File: src/rtl/uart_alu_host.sv
// UART ALU host: frames an opcode plus 32-bit operands into a byte packet, then
// collects a 4-byte little-endian result. Optional RESP timeout: UART_ALU_HOST_TIMEOUT_EN.
module uart_alu_host #(
    parameter int unsigned TIMEOUT_CYCLES = 1000000
) (
    input  logic        clk_i,
    input  logic        rst_ni,
    input  logic        cmd_valid_i,
    output logic        cmd_ready_o,
    input  logic [7:0]  cmd_opcode_i,
    input  logic [7:0]  cmd_count_i,
    input  logic [31:0] op_data_i,
    input  logic        op_valid_i,
    output logic        op_ready_o,
    output logic [7:0]  tx_data_o,
    output logic        tx_valid_o,
    input  logic        tx_ready_i,
    input  logic [7:0]  rx_data_i,
    input  logic        rx_valid_i,
    output logic        rx_ready_o,
    output logic [31:0] res_data_o,
    output logic        res_valid_o,
    input  logic        res_ready_i,
    output logic        res_err_o,
    output logic [2:0]  dbg_state_o
);
    // All streams: a transfer happens on a rising edge where valid and ready are
    // both 1; a source holds valid and data unchanged until that transfer.

    typedef enum logic [2:0] {S_IDLE, S_HDR, S_OPND, S_RESP, S_DONE} state_t;

    state_t      r_state, w_state_next;
    logic [7:0]  r_opcode;
    logic [7:0]  r_count;
    logic [1:0]  r_idx;
    logic [7:0]  r_opnd_cnt;
    logic [31:0] r_word;
    logic        r_held;
    logic [31:0] r_res;

    logic        w_cmd_hs, w_tx_hs, w_rx_hs;
    logic        w_last_word, w_timeout;
    logic [15:0] w_len;
    logic [7:0]  w_hdr_byte, w_opnd_byte;
    logic [31:0] w_word_src;

    assign w_cmd_hs    = cmd_valid_i & cmd_ready_o;
    assign w_tx_hs     = tx_valid_o & tx_ready_i;
    assign w_rx_hs     = rx_valid_i & rx_ready_o;
    assign w_len       = {6'd0, r_count, 2'b00} + 16'd4;
    assign w_last_word = (r_opnd_cnt == r_count - 8'd1);
    assign dbg_state_o = r_state;

    always_comb begin
        w_hdr_byte = r_opcode;
        case (r_idx)
            2'd0:    w_hdr_byte = r_opcode;
            2'd1:    w_hdr_byte = 8'h00;
            2'd2:    w_hdr_byte = w_len[7:0];
            default: w_hdr_byte = w_len[15:8];
        endcase
    end

    // Byte 0 of a fresh word is forwarded straight from op_data_i so that
    // header->operand and operand->operand boundaries need no idle cycle.
    assign w_word_src  = r_held ? r_word : op_data_i;
    assign w_opnd_byte = w_word_src[{r_idx, 3'b000} +: 8];

`ifdef UART_ALU_HOST_TIMEOUT_EN
    localparam int unsigned TO_W = $clog2(TIMEOUT_CYCLES + 1);
    logic [TO_W-1:0] r_to_cnt;
    logic            r_err;

    assign w_timeout = (r_state == S_RESP) && !w_rx_hs &&
                       (r_to_cnt == TO_W'(TIMEOUT_CYCLES - 1));
    assign res_err_o = r_err;

    always_ff @(posedge clk_i or negedge rst_ni) begin
        if (!rst_ni) begin
            r_to_cnt <= '0;
            r_err    <= 1'b0;
        end else begin
            if (r_state != S_RESP || w_rx_hs) r_to_cnt <= '0;
            else                              r_to_cnt <= r_to_cnt + 1'b1;
            if (w_cmd_hs)       r_err <= 1'b0;
            else if (w_timeout) r_err <= 1'b1;
        end
    end
`else
    logic w_unused_timeout;
    assign w_unused_timeout = (TIMEOUT_CYCLES == 0);
    assign w_timeout        = 1'b0;
    assign res_err_o        = 1'b0;
`endif

    always_ff @(posedge clk_i or negedge rst_ni) begin
        if (!rst_ni) r_state <= S_IDLE;
        else         r_state <= w_state_next;
    end

    always_comb begin
        w_state_next = r_state;
        case (r_state)
            S_IDLE: if (w_cmd_hs) w_state_next = S_HDR;
            S_HDR:  if (w_tx_hs && r_idx == 2'd3)
                        w_state_next = (r_count != 8'd0) ? S_OPND : S_RESP;
            S_OPND: if (w_tx_hs && r_held && r_idx == 2'd3 && w_last_word)
                        w_state_next = S_RESP;
            S_RESP: if ((w_rx_hs && r_idx == 2'd3) || w_timeout)
                        w_state_next = S_DONE;
            S_DONE: if (res_ready_i) w_state_next = S_IDLE;
            default: w_state_next = S_IDLE;
        endcase
    end

    always_comb begin
        cmd_ready_o = 1'b0;
        op_ready_o  = 1'b0;
        tx_valid_o  = 1'b0;
        tx_data_o   = 8'h00;
        rx_ready_o  = 1'b0;
        res_valid_o = 1'b0;
        case (r_state)
            S_IDLE: cmd_ready_o = 1'b1;
            S_HDR: begin
                tx_valid_o = 1'b1;
                tx_data_o  = w_hdr_byte;
            end
            S_OPND: begin
                op_ready_o = !r_held;
                tx_valid_o = r_held | op_valid_i;
                tx_data_o  = (r_held | op_valid_i) ? w_opnd_byte : 8'h00;
            end
            S_RESP: rx_ready_o  = 1'b1;
            S_DONE: res_valid_o = 1'b1;
            default: ;
        endcase
    end

    assign res_data_o = r_res;

    always_ff @(posedge clk_i or negedge rst_ni) begin
        if (!rst_ni) begin
            r_opcode   <= 8'h00;
            r_count    <= 8'h00;
            r_idx      <= 2'd0;
            r_opnd_cnt <= 8'h00;
            r_word     <= 32'h0;
            r_held     <= 1'b0;
            r_res      <= 32'h0;
        end else begin
            case (r_state)
                S_IDLE: if (w_cmd_hs) begin
                    r_opcode   <= cmd_opcode_i;
                    r_count    <= cmd_count_i;
                    r_idx      <= 2'd0;
                    r_opnd_cnt <= 8'h00;
                    r_held     <= 1'b0;
                end
                S_HDR: if (w_tx_hs) r_idx <= r_idx + 2'd1;
                S_OPND: begin
                    if (!r_held) begin
                        if (op_valid_i) begin
                            r_word <= op_data_i;
                            r_held <= 1'b1;
                            if (tx_ready_i) r_idx <= 2'd1;
                        end
                    end else if (tx_ready_i) begin
                        r_idx <= r_idx + 2'd1;
                        if (r_idx == 2'd3) begin
                            r_held     <= 1'b0;
                            r_opnd_cnt <= r_opnd_cnt + 8'd1;
                        end
                    end
                end
                S_RESP: begin
                    if (w_rx_hs) begin
                        r_res <= {rx_data_i, r_res[31:8]};
                        r_idx <= r_idx + 2'd1;
                    end else if (w_timeout) begin
                        r_res <= 32'h0;
                    end
                end
                default: ;
            endcase
        end
    end

endmodule
File: config.mk
export PLATFORM = sky130hd
export DESIGN_NAME = uart_alu_host
export DESIGN_NICKNAME = d
export VERILOG_FILES = /design/src/rtl/uart_alu_host.sv
export SDC_FILE = /design/constraint.sdc
export NUM_CORES = 1
export LEC_CHECK = 0
export BUFFER_PORTS_ARGS = -buffer_cell sky130_fd_sc_hd__clkbuf_2
export CORE_AREA = 4 4 105 107
export CTS_CLUSTER_DIAMETER = 80
export DETAILED_ROUTE_END_ITERATION = 6
export DIE_AREA = 0 0 109 111
export GPL_ROUTABILITY_DRIVEN = 0
export PLACE_DENSITY = 0.71
export SLEW_MARGIN = 0
export SYNTH_ARGS = -nofsm -noshare
export SYNTH_HDL_FRONTEND = slang
export SYNTH_SLANG_ARGS = --single-unit
File: constraint.sdc
create_clock -name clk_i -period 6.3 [get_ports clk_i]
set_input_delay 1.26 -clock clk_i [delete_from_list [all_inputs] [get_ports clk_i]]
set_output_delay 1.26 -clock clk_i [all_outputs]
set_load 0.05 [all_outputs]
==> results.cfg, run 1 <==
[status]
outcome = completed

[cts]
clock_path_buffers = 2
tritoncts = yes
htree_levels = 3
postCtsSetupBuffers = 0
clk_pin_slew_ps = 100
cts_hold_buf = 0
clk_root_buffer_cell = clkbuf_8
clk_latency_ps = 360
ctsResizeCount = 0
cts_buffers = 9
cts.sinks = 94

[place]
place_hpwl_um = 7750
io_buffers = 110
placed_area_um2 = 5510

[critical_path]
cp_top_family = simple AND/OR/NAND/NOR gates
critPathKind = reg2out
path_cells = or3b_2, nor2_2, and2_0, a32oi_1, o21ai_0, clkbuf_2
regToRegSetupSlack_ps = 3940
reg2reg_depth = 6
max_stage_delay_ps = 630
cp.depth = 6
cp-end-kind = output port
slowest_stage = dfrtp_1
startpoint_type = register
crit_arrival_ps = 2640
cp.required_ps = 5040
cp_num_buf_inv = 1
cp_max_fo = 24

[grt]
antenna_found_initial = 0
grt_pass1_vias = 3669
grt_max_degree = 49
grtUsageMet2_pct = 30.4
grt-ovfl-total = 0
track_usage_pct = 18.8
grt_use_met3_pct = 3.32
grt_pass1_wl_um = 18000
gr-usage-met1_pct = 24.8
top_usage_layer = met2

[timing]
period_minus_slack_ps = 3900
fin_tns_setup_ps = 0
clock_skew_ps = 9.41
setup_viol = 0
hold_viol_final = 0
clock.fmax_ghz = 0.257
hold_ws_ps = 506
rsz0062_at_grt = no
final.period_utilization_pct = 61.8
worst_pin_slew_ps = 1020
slew_headroom_pct = 32.2
slew_violations = 0

[yosys]
postSynthAreaPerCell_um2 = 12.5
synth-warning-count = 0
ys.flop_type = dfrtp_1
seq_area_frac_synth_pct = 47.9
syn_inst = 392
ys_types = 52
synth.largest_area_cell = dfrtp_1
synth.net_count = 463
synth-edff-count = 0
syn_area_um2 = 4910
synthTopCellsByArea = dfrtp_1 48%, mux2_2 18%, mux4_2 7.3%
synth_seq_cells = 94
async_flop_share_pct = 100
yosys.area.top_type_share_pct = 47.9

[cells_and_area]
multi_input_area_um2 = 2370
finalInstanceArea_um2 = 5730
drive_above_1_share_pct = 47.8
seq_area_um2 = 2350
num_antenna_cells = 0
final_cell_mix = 109 x clkbuf_2, 94 x dfrtp_1, 78 x mux2_2
postLayoutCoreUtil_pct = 56.5
synthToLayoutAreaGrowth_pct = 16.7
nFillCells = 861
layout.nets = 562
final_common_cell = clkbuf_2

[worst_hold_path]
holdPathStages = 1
hold_class = reg2reg

[pwr]
p_total_w = 0.00325
pwr_density_cell_nw_per_um2 = 567
ir_worst_vdd_v = 0.000344
power_leakage_nw = 2.70

[die]
core_um2 = 10100
fp-row-count = 37
io_pins = 112
dieArea_um2 = 12100
die_w_um = 109
die_h_um = 111
start_util_pct = 48.4

[drt]
via_count = 3451
drtIter0Drc = 148
drt-pass1-iter-count = 4
wirelength_um = 10500
wl_per_cell_um = 16.6
drc_errors = 0
ant_nets = 0
viasPerCell = 5.46

[flow_run]
cap_violations = 0
final timing paths:
path | startpoint | to
setup / recovery | dbg_state_o[1] | tx_data_o[3]
hold / removal | r_word[9] | r_word[9]
setup reg to reg | r_idx[0] | r_opnd_cnt[7]
hold reg to reg | r_word[9] | r_word[9]
max in group asynchronous | rst_ni | res_data_o[5]
min in group asynchronous | rst_ni | r_count[5]
power by group:
part | switching, W | internal, W
Combinational | 0.00101 | 0.000645
Sequential | 0.000261 | 0.000882
Clock | 0.000220 | 0.000226
Total | 0.00149 | 0.00175
routing by layer:
metal  wire length (µm)  vias up  share of wire, %
li1                   -     1622                 -
met4                229        0               2.2
met5                  0        -                 0
met3                518       20               4.9
met1               4340     1735                41
met2               5410       74                52
synthesized netlist by cell type, drive strengths merged, types with 2 or more instances:
cell type,n
dfrtp,94
mux2,78
nand2,26
buf,22
nor2,18
mux4,16
nand3,12
o21ai,11
xnor2,11
inv,10
xor2,10
a21oi,9
mux2i,9
ha,8
nor3,7
a22o,4
a32oi,4
clkbuf,4
o221ai,4
o22ai,4
and2,3
nand4,3
nand2b,2
nor2b,2
nor4,2
or3b,2
stage by stage:
step	setup WS, ps	std cells
global route	2250	632
detailed placement	2560	616
finish	2400	632
CTS	2390	632
floorplan	2340	392
global placement	2560	616
state kept, by name, summed over array words and instances, names as in the netlist:
| register | cells |
|---|---|
| r_held | 1 |
| dbg_state_o | 3 |
| r_opnd_cnt | 8 |
| r_opcode | 8 |
| r_idx | 2 |
| res_data_o | 32 |
| r_word | 32 |
| r_count | 8 |
cells by family (layout without fill, tap and decap cells):
family                   after synthesis  in the layout  synth area share, %
AO/OA/AOI/OAI                         46             46                 6.70
XOR/XNOR                              21             21                 3.75
adder cells (fa/ha/maj)                8              8                 2.04
buffers and inverters                 36            140                 3.85
flip-flops                            94             94                 47.9
multiplexers                         103            103                 27.1
other                                  1              1               0.0764
AND/OR/NAND/NOR                       83             83                 8.59
layout make-up:
type                            instances  area share (%)
Timing Repair Buffer                  114            10.2
Tap cell                              136            2.97
Clock buffer                            9            2.16
Multi-Input combinational cell        262            41.3
Clock inverter                          7            1.68
Sequential cell                        94            41.0
Inverter                               10           0.655
Note: power is estimated with default switching activity, not from simulation.
==> run 2, diff against run 1 <==
clock period = 3.6 ns   (was 6.3 ns; I/O delays follow)
==> run 2 against run 1 <==
Compared with the run above: largest cell class unchanged; die area unchanged; routed wire length increased by 4.4%; sequential cell count unchanged; clock power increased by 55%.
==> results.cfg, run 2 (synthesis results as in run 1) <==
[timing]
worst_pin_slew_ps = 755
fin_tns_setup_ps = 0
final.period_utilization_pct = 90.1
setup_viol = 0
rsz0062_at_grt = no
slew_headroom_pct = 49.7
clock_skew_ps = 6.53
clock.fmax_ghz = 0.308
period_minus_slack_ps = 3240
hold_viol_final = 0
slew_violations = 0

[pwr]
ir_worst_vdd_v = 0.000693
pwr_density_cell_nw_per_um2 = 982
power_leakage_nw = 2.71
p_total_w = 0.00566

[drt]
wl_per_cell_um = 17.2
via_count = 3466
drc_errors = 0
drt-pass1-iter-count = 5
viasPerCell = 5.44
ant_nets = 0
wirelength_um = 11000
drtIter0Drc = 152

[critical_path]
cp_max_fo = 14
critPathKind = reg2out
cp_top_family = flip-flops
cp-end-kind = output port
max_stage_delay_ps = 780
path_cells = buf_12, mux4_2, mux2i_1, o221ai_1, clkbuf_2
cp.required_ps = 2880
crit_arrival_ps = 2520
startpoint_type = register
cp_num_buf_inv = 2
slowest_stage = dfrtp_1

[grt]
grt_max_degree = 51
track_usage_pct = 19.7
antenna_found_initial = 0
grt-ovfl-total = 0
grt_pass1_vias = 3773
grt_pass1_wl_um = 18800

[cts]
postCtsSetupBuffers = 0
clock_path_buffers = 2
cts_buffers = 9
tritoncts = yes
htree_levels = 3
cts.sinks = 94
clk_latency_ps = 370
clk_root_buffer_cell = clkbuf_8
clk_pin_slew_ps = 100
ctsResizeCount = 0
cts_hold_buf = 0

[die]
dieArea_um2 = 12100
core_um2 = 10100
die_w_um = 109
io_pins = 112
start_util_pct = 48.4
die_h_um = 111
fp-row-count = 37

[cells_and_area]
multi_input_area_um2 = 2370
final_cell_mix = 109 x clkbuf_2, 94 x dfrtp_1, 78 x mux2_2
num_antenna_cells = 0
layout.nets = 567
nFillCells = 888
synthToLayoutAreaGrowth_pct = 17.4
drive_above_1_share_pct = 48.3
final_common_cell = clkbuf_2
seq_area_um2 = 2350

[place]
io_buffers = 110
place_hpwl_um = 8210

[worst_hold_path]
hold_class = in2async

[status]
outcome = completed

[flow_run]
cap_violations = 0
## run 2: cell types whose count changed in the layout (fill, tap and decap cells not counted)
| cell | delta |
|---|---|
| bufinv_16 | -2 |
| buf_12 | +2 |
| clkinvlp_4 | +2 |
| inv_8 | +3 |
| clkinv_2 | -2 |
| buf_4 | +3 |
| inv_6 | -1 |
## run 2: through the flow
step / setup slack, ps / std cells / instance area, µm² / hold WS (ps) / utilization, %
after floorplan: 406 / 392 / 4910 / 424 / -
after global placement: 791 / 621 / 5570 / 482 / 55.0
after detailed placement: 751 / 621 / 5570 / 491 / 55.0
after CTS: 326 / 637 / 5760 / 345 / 56.8
after global routing: 190 / 637 / 5760 / 383 / 56.8
final: 357 / 637 / 5760 / 329 / 56.8
## run 2: worst register-to-register path, cell delays in order (launching register included)
cell      delay, ps
dfrtp_1         530
inv_1           150
ha_1            320
o21ba_2         220
a221oi_1        290
a41o_1          140
nand4_1         100
o31ai_1         310
## run 2: path summary, 6_finish.rpt
path / depth (start not counted) / endpoint / slack, ps / from
max: 5 / tx_data_o[7] / 360 / r_held
min: 1 / r_opnd_cnt[5] / 330 / rst_ni
max reg2reg: 7 / dbg_state_o[0] / 1430 / r_count[0]
min reg2reg: 1 / r_word[29] / 510 / r_word[29]
max in group asynchronous: 2 / r_word[5] / 2600 / rst_ni
min in group clk_i: 1 / r_word[29] / 510 / r_word[29]
## run 2: layout make-up
class	count	area share (%)
clock buffers	9	2.15
repair buffers	119	11.2
multi-input cells	262	41.1
well taps	136	2.95
inverters	10	0.651
flip-flops and latches	94	40.8
clock inverters	7	1.15
## run 2: power by group
| part | internal [W] | switching, W |
|---|---|---|
| Sequential | 0.00154 | 0.000416 |
| Combinational | 0.00116 | 0.00184 |
| Clock | 0.000269 | 0.000421 |
| Total | 0.00298 | 0.00268 |
## run 2: metal layers
metal  vias up  part of all wire, %  global-route usage [%]  wire length (µm)
met5         -                    0                       0                 0
met4         0                  2.2                    7.32               246
met3        19                  4.6                    3.26               508
met2        97                   51                    32.3              5580
met1      1726                   42                    26.0              4630
li1       1624                    -                       -                 -
==> run 3, diff against run 2 <==
clock period = 3.31 ns   (was 3.6 ns; I/O delays follow)
==> run 3 against run 2 <==
Compared with the run above: setup slack worse by 63 ps; utilization about the same; critical path depth up 1; cell count unchanged; global-route usage down 0.30 points; routed wire length down 2.8%; sequential power up 7%.
==> results.cfg, run 3 (synthesis results as in run 1) <==
[cts]
cts_buffers = 9
postCtsSetupBuffers = 0
clock_path_buffers = 2
cts.sinks = 94
ctsResizeCount = 0
clk_root_buffer_cell = clkbuf_8
clk_latency_ps = 370
htree_levels = 3
cts_hold_buf = 0
tritoncts = yes
clk_pin_slew_ps = 90

[cells_and_area]
num_antenna_cells = 0
drive_above_1_share_pct = 48.1
final_common_cell = clkbuf_2
finalInstanceArea_um2 = 5770
layout.nets = 567
postLayoutCoreUtil_pct = 56.9
final_cell_mix = 109 x clkbuf_2, 94 x dfrtp_1, 78 x mux2_2
synthToLayoutAreaGrowth_pct = 17.5

[timing]
clock.fmax_ghz = 0.332
setup_viol = 0
final.period_utilization_pct = 91.1
fin_tns_setup_ps = 0
clock_skew_ps = 7.61
period_minus_slack_ps = 3020
worst_pin_slew_ps = 808
slew_violations = 0
setup_ws_ps = 294
slew_headroom_pct = 46.1
rsz0062_at_grt = no
hold_viol_final = 0
hold_ws_ps = 299

[critical_path]
startpoint_type = register
cp.required_ps = 2650
cp_max_fo = 11
critPathKind = reg2out
crit_arrival_ps = 2350
cp-end-kind = output port

[grt]
grt_pass1_vias = 3633
grt-ovfl-total = 0
grt_max_degree = 49
antenna_found_initial = 0
track_usage_pct = 19.4
grt_pass1_wl_um = 18200

[drt]
drc_errors = 0
ant_nets = 0
drt-pass1-iter-count = 4
drtIter0Drc = 140
via_count = 3425
viasPerCell = 5.38
wl_per_cell_um = 16.7
wirelength_um = 10700

[die]
io_pins = 112
fp-row-count = 37
die_h_um = 111
core_um2 = 10100
start_util_pct = 48.4
die_w_um = 109
dieArea_um2 = 12100

[pwr]
pwr_density_cell_nw_per_um2 = 1070
ir_worst_vdd_v = 0.000617
power_leakage_nw = 2.71

[place]
placed_area_um2 = 5560
io_buffers = 110
place_ws_ps = 690
place_hpwl_um = 7890

[status]
outcome = completed

[flow_run]
cap_violations = 0

[worst_hold_path]
hold_class = in2async
## run 3: changes by cell type in the layout (fill, tap and decap cells not counted), sizes merged
| cell | before | now |
|---|---|---|
| clkbuf | 118 | 120 |
| inv | 14 | 12 |
| bufinv | 0 | 1 |
| clkinvlp | 2 | 1 |
## run 3: critical path: stages, from the launching register on
cell and delay [ps]:
dfrtp_1 550, ha_1 360, nor2_2 190, and2_0 310, a32oi_1 90, o21ai_0 150
clkbuf_2 340
## run 3: final cells by class
class,count,area [µm²]
Clock buffer,11,141
Clock inverter,5,66.3
Fill cell,851,4370
Inverter,10,37.5
Multi-Input combinational cell,262,2370
Sequential cell,94,2350
Tap cell,136,170
Timing Repair Buffer,119,633
## run 3: worst paths after layout
check	from	endpoint	slack (ps)	cells past startpoint
worst max register to register	dbg_state_o[0]	r_count[2]	1280	4
worst max-delay path	r_idx[0]	tx_data_o[3]	290	6
worst min-delay path	rst_ni	r_count[3]	300	1
min in group clk_i	res_ready_i	dbg_state_o[2]	490	2
worst min register to register	r_word[13]	r_word[13]	510	1
max in group asynchronous	rst_ni	res_data_o[29]	2350	2
## run 3: power by group
part           leakage, nW  internal (W)  switching, W  total, W
Combinational         1.44       0.00125       0.00202   0.00327
Sequential            1.17       0.00168      0.000413   0.00209
Clock                0.102      0.000380      0.000426  0.000806
## run 3: stage by stage
| step | power [W] | cells |
|---|---|---|
| finish | 0.00617 | 637 |
| global route | 0.00659 | 637 |
| CTS | 0.00624 | 637 |
| detailed placement | 0.00541 | 621 |
| global placement | 0.00531 | 621 |
| floorplan | 0.00468 | 392 |
## run 3: routing by layer
| layer | vias up | global-route usage (%) | wire length [µm] |
|---|---|---|---|
| li1 | 1621 | - | - |
| met1 | 1708 | 25.2 | 4540 |
| met2 | 79 | 31.0 | 5460 |
| met3 | 17 | 5.18 | 451 |
| met4 | 0 | 6.82 | 206 |
| met5 | - | 0 | 0 |
